`config.mk`:
```
export PLATFORM = sky130hd
export DESIGN_NAME = nv_nvdla_csb_master_falcon2csb_fifo_rd_ctrl_flat
export DESIGN_NICKNAME = d
export VERILOG_FILES = /design/src/rtl/nv_nvdla_csb_master_falcon2csb_fifo_rd_ctrl_if.sv /design/src/rtl/nv_nvdla_csb_master_falcon2csb_fifo_rd_ctrl.sv /design/src/flat_wrapper.sv
export SDC_FILE = /design/constraint.sdc
export NUM_CORES = 1
export LEC_CHECK = 0
export CORE_UTILIZATION = 27
export DETAILED_ROUTE_END_ITERATION = 8
export GPL_ROUTABILITY_DRIVEN = 1
export PLACE_DENSITY = 0.89
export SLEW_MARGIN = 20
export SYNTH_ARGS = -nofsm -noshare
export SYNTH_HDL_FRONTEND = slang
export SYNTH_SLANG_ARGS = --single-unit
export TNS_END_PERCENT = 100
```
`constraint.sdc`:
```
create_clock -name rd_clk -period 2.76 [get_ports rd_clk]
set_input_delay 0.552 -clock rd_clk [delete_from_list [all_inputs] [get_ports rd_clk]]
set_output_delay 0.552 -clock rd_clk [all_outputs]
set_load 0.005 [all_outputs]
```
`src/rtl/nv_nvdla_csb_master_falcon2csb_fifo_rd_ctrl_if.sv`:
```
// Pop handshake between the CSB-master FIFO read controller and its consumer.
// The controller drives the master side; the consumer drives the slave side.
interface nv_nvdla_csb_master_falcon2csb_fifo_rd_ctrl_if #(
    parameter int DW = 50
);
    logic          rd_pvld;
    logic          rd_prdy;
    logic [DW-1:0] rd_pd;

    modport master (output rd_pvld, output rd_pd, input rd_prdy);
    modport slave  (input rd_pvld, input rd_pd, output rd_prdy);
endinterface

```
`src/rtl/nv_nvdla_csb_master_falcon2csb_fifo_rd_ctrl.sv`:
```
// Read-side gray pointer control for the CSB-master async FIFO (read clock domain only).
// Define NV_NVDLA_CSB_FIFO_RD_OUT_FLOP_EN to register the pop outputs behind a one-entry stage.
module nv_nvdla_csb_master_falcon2csb_fifo_rd_ctrl #(
    parameter int AW = 2,
    parameter int DW = 50
) (
    input  logic          rd_clk,
    input  logic          rd_reset,
    input  logic [AW:0]   wr_ptr_gray,
    output logic [AW:0]   rd_ptr_gray,
    output logic [AW-1:0] rd_adr,
    input  logic [DW-1:0] rd_ram_data,
    output logic [AW:0]   rd_count,
    nv_nvdla_csb_master_falcon2csb_fifo_rd_ctrl_if.master pop_if
);

    function automatic logic [AW:0] gray2bin(input logic [AW:0] g);
        logic [AW:0] b;
        b[AW] = g[AW];
        for (int i = AW - 1; i >= 0; i--) begin
            b[i] = b[i+1] ^ g[i];
        end
        return b;
    endfunction

    function automatic logic [AW:0] bin2gray(input logic [AW:0] b);
        return b ^ (b >> 1);
    endfunction

    logic [AW:0] wr_sync0_r;
    logic [AW:0] wr_sync1_r;
    logic [AW:0] rd_gray_r;
    logic [AW:0] wr_bin_s;
    logic [AW:0] rd_bin_s;
    logic [AW:0] rd_gray_next_s;
    logic        empty_s;
    logic        adv_s;

    // Two-flop synchronizer for the asynchronous write pointer
    always_ff @(posedge rd_clk) begin
        if (rd_reset) begin
            wr_sync0_r <= {(AW+1){1'b0}};
            wr_sync1_r <= {(AW+1){1'b0}};
        end else begin
            wr_sync0_r <= wr_ptr_gray;
            wr_sync1_r <= wr_sync0_r;
        end
    end

    // Pointer decode, empty detect and next read pointer
    always_comb begin
        wr_bin_s       = gray2bin(wr_sync1_r);
        rd_bin_s       = gray2bin(rd_gray_r);
        rd_gray_next_s = bin2gray(rd_bin_s + {{AW{1'b0}}, 1'b1});
        empty_s        = (wr_sync1_r == rd_gray_r);
    end

    // Read pointer kept in gray so the write domain can sample it safely
    always_ff @(posedge rd_clk) begin
        if (rd_reset) begin
            rd_gray_r <= {(AW+1){1'b0}};
        end else if (adv_s) begin
            rd_gray_r <= rd_gray_next_s;
        end else begin
            rd_gray_r <= rd_gray_r;
        end
    end

`ifdef NV_NVDLA_CSB_FIFO_RD_OUT_FLOP_EN
    logic          out_vld_r;
    logic [DW-1:0] out_pd_r;

    // Refill the output stage whenever it is free or draining this cycle
    always_comb begin
        adv_s = (!out_vld_r || pop_if.rd_prdy) && !empty_s;
    end

    // One-entry output register; the RAM pointer advances on load, not on pop
    always_ff @(posedge rd_clk) begin
        if (rd_reset) begin
            out_vld_r <= 1'b0;
            out_pd_r  <= {DW{1'b0}};
        end else if (adv_s) begin
            out_vld_r <= 1'b1;
            out_pd_r  <= rd_ram_data;
        end else if (pop_if.rd_prdy) begin
            out_vld_r <= 1'b0;
        end else begin
            out_vld_r <= out_vld_r;
        end
    end

    assign pop_if.rd_pvld = out_vld_r;
    assign pop_if.rd_pd   = out_pd_r;
`else
    // Pop straight from the RAM read port
    always_comb begin
        adv_s = !empty_s && pop_if.rd_prdy;
    end

    assign pop_if.rd_pvld = !empty_s;
    assign pop_if.rd_pd   = rd_ram_data;
`endif

    assign rd_ptr_gray = rd_gray_r;
    assign rd_adr      = rd_bin_s[AW-1:0];
    assign rd_count    = wr_bin_s - rd_bin_s;

endmodule

```
`src/flat_wrapper.sv`:
```
// flat-port wrapper written by rule: the top's interface ports become plain ports
module nv_nvdla_csb_master_falcon2csb_fifo_rd_ctrl_flat 
#(
    parameter int AW = 2,
    parameter int DW = 50
)
  (rd_clk, rd_reset, wr_ptr_gray, rd_ptr_gray, rd_adr, rd_ram_data, rd_count, pop_if_rd_pvld, pop_if_rd_pd, pop_if_rd_prdy);
  nv_nvdla_csb_master_falcon2csb_fifo_rd_ctrl_if #(.DW(DW)) pop_if_i ();
  input  logic rd_clk;
  input  logic rd_reset;
  input  logic [AW:0] wr_ptr_gray;
  output logic [AW:0] rd_ptr_gray;
  output logic [AW-1:0] rd_adr;
  input  logic [DW-1:0] rd_ram_data;
  output logic [AW:0] rd_count;
  output wire logic [$bits(pop_if_i.rd_pvld)-1:0] pop_if_rd_pvld;
  output wire logic [$bits(pop_if_i.rd_pd)-1:0] pop_if_rd_pd;
  input wire logic [$bits(pop_if_i.rd_prdy)-1:0] pop_if_rd_prdy;
  assign pop_if_rd_pvld = pop_if_i.rd_pvld;
  assign pop_if_rd_pd = pop_if_i.rd_pd;
  assign pop_if_i.rd_prdy = pop_if_rd_prdy;
  nv_nvdla_csb_master_falcon2csb_fifo_rd_ctrl #(.AW(AW), .DW(DW)) u_core (.rd_clk(rd_clk), .rd_reset(rd_reset), .wr_ptr_gray(wr_ptr_gray), .rd_ptr_gray(rd_ptr_gray), .rd_adr(rd_adr), .rd_ram_data(rd_ram_data), .rd_count(rd_count), .pop_if(pop_if_i));
endmodule
```
==> metrics.yaml <==
status: "finished clean"
crit_slowest_cell: "clkdlybuf4s50_1"
comb_power_share: 0.318
htree_levels: 1
hold_path.class: "flop to flop"
rsz0062_at_grt: "false"
max-vdd-ir-drop_v: 0.000184
p_leak_nw: 0.301
clk_pin_slew_ns: 0.06
setup-tns-final_ns: 0
yosys.area_share.simple: 0.102
switching_share: 0.265
clk_latency_ns: 0.26
drc: 0
die_w_um: 58.5
regArea_um2: 190
hold_ws_ns: 0.426
relSlewSlack: 0.747
grt_overflow: 0
worstPathArrival_ns: 2.12
final-max-slew-violation-count: 0
hold_buffers: 0
drt_first_pass_iters: 4
end_kind: "output pin"
clock-sinks: 9
core_area_um2: 3050
drt_iter0_markers: 17
cts_buffer_depth: 2
synth_seq_area_share: 0.209
cts_inserted_buffers: 3
wl_per_cell_um: 13.2
cts_tree: "yes"
ys_ff_latch: 9
path_cells: "xnor2_2 -> xnor2_2 -> ha_2 -> fa_1 -> inv_1 -> clkdlybuf4s50_1"
dp.final_hpwl_um: 1160
ant_nets: 0
p_int_mw: 0.265
fp-row-count: 20
multi_input_area_um2: 305
vias: 473
finalHoldViolations: 0
design_area_um2: 768
synth.distinct_cells: 22
setup_violations: 0
clock_skew_ns: 0.00850
final_common_cell: "clkdlybuf4s50_1"
grt_max_degree: 11
crit_type: "flop to output pin"
root_buffer: "clkbuf_4"
die_y_um: 58.5
required_ns: 2.21
period_needed_ns: 2.67
yosys_warnings: 0
synth_top_family_by_area: "buffers and inverters"
final_cell_mix: "clkdlybuf4s50_1, nor2b_1, inv_1, dfxtp_1"
nNetsFinal: 128
syn-instance-count: 100
diodes: 0
synth_nets: 158
synth_compound_area_frac: 0.0537
synth.cell_area_um2: 862
cp_common_cell: "xnor2_2"
pwr-share-clk: 0.275
start_util: 0.282
worst_slew_pin_slew_ns: 0.379
port_buffers: 14
p_seq_frac: 0.406
wirelength_um: 1490
grt_pass1_wl_um: 2190
power.density_nw_per_um2: 469
die_area_um2: 3420
fmax_mhz: 374
grt_pass1_vias: 441
viasPerCell: 4.19
cp_slowest_stage_delay_ns: 0.49
track_usage: 0.0910
synth_mux_area_frac: 0
area_growth_pct: -10.9
drive_above_1_share: 0.246
cap_violations: 0
critPathLaunchType: "flop"
synth_xor_xnor_area_share: 0.119
boundaryPins: 115
crit_fanout: 2
switching_power_mw: 0.0953
avgSynthCellArea_um2: 8.62
synthAdderAreaFrac: 0.0377
placed_cell_area_um2: 686
finalCritPeriodShare: 0.968
antenna_found_initial: 0
gp_congestion: 0.776
fillers: 352
layer usage:
metal | vias to the layer above | global-route usage | part of all wire
met2 | 45 | 0.149 | 0.50
met1 | 206 | 0.0739 | 0.28
li1 | 204 | - | -
met5 | - | 0 | 0
met3 | 18 | 0.0637 | 0.15
met4 | 0 | 0.0748 | 0.068
through the flow:
step | power, mW | instances | utilization | setup WS, ns
after floorplan | 0.256 | 100 | - | 0.596
after global placement | 0.252 | 108 | 0.225 | 0.192
after detailed placement | 0.258 | 108 | 0.225 | 0.141
after CTS | 0.361 | 113 | 0.239 | 0.00302
after global routing | 0.387 | 113 | 0.252 | 0.00952
final | 0.360 | 113 | 0.252 | 0.0879
synth_stat cells (all sizes together):
cell | n | area [um^2]
o2bb2ai | 1 | 8.76
a31oi | 3 | 18.8
nor3b | 1 | 7.51
xnor2 | 8 | 85.1
a21oi | 1 | 5.00
clkbuf | 2 | 7.51
nand4 | 1 | 6.26
nor2b | 6 | 37.5
fa | 1 | 20.0
o21ai | 1 | 5.00
nand3 | 2 | 10.0
or2b | 1 | 7.51
buf | 51 | 387
inv | 5 | 18.8
o311ai | 1 | 8.76
nand2b | 1 | 6.26
dfxtp | 9 | 180
nor4 | 2 | 12.5
ha | 1 | 12.5
xor2 | 2 | 17.5
critical path: cells and delay by family (launching register included):
kind | cells | cell delay, ns
XOR/XNOR | 2 | 0.37
adder cells (fa/ha/maj) | 2 | 0.62
buffers and inverters | 2 | 0.55
flip-flops | 1 | 0.33
kinds of logic after synthesis:
logic type | Yosys count
buf+inv | 58
compound gates | 7
xor+xnor | 10
fa+ha+maj | 2
simple gates | 14
flops | 9
power groups by stage:
stage / logic, mW / clock network [mW] / registers (mW)
after global placement: 0.105 / 0 / 0.147
after global routing: 0.124 / 0.115 / 0.148
after CTS: 0.113 / 0.102 / 0.146
after floorplan: 0.111 / 0 / 0.144
final: 0.115 / 0.0991 / 0.146
after detailed placement: 0.110 / 0 / 0.148
final cells by class:
class,instances,share of cell area
multi-input cells,33,0.397
repair buffers,18,0.225
inverters,5,0.0244
well taps,44,0.0717
flip-flops and latches,9,0.248
clock buffers,4,0.0342
worst paths after layout:
path | startpoint | end | slack (ns) | depth (start not counted)
worst min register to register | u_core.wr_sync0_r[2] | u_core.wr_sync1_r[2] | 0.43 | 1
worst max-delay path | flop | rd_count[1] | 0.09 | 6
worst max register to register | flop | flop | 1.48 | 4
worst min-delay path | u_core.wr_sync0_r[2] | u_core.wr_sync1_r[2] | 0.43 | 1
what timing repair did:
action | CTS | global route
setup endpoints to repair | 2 | 2
pin swaps | 1 | 1
buffers inserted | 1 | 0
endpoints found under the hold margin | 0 | 0
gates resized for setup | 3 | 9
Note: power is estimated with default switching activity, not from simulation.
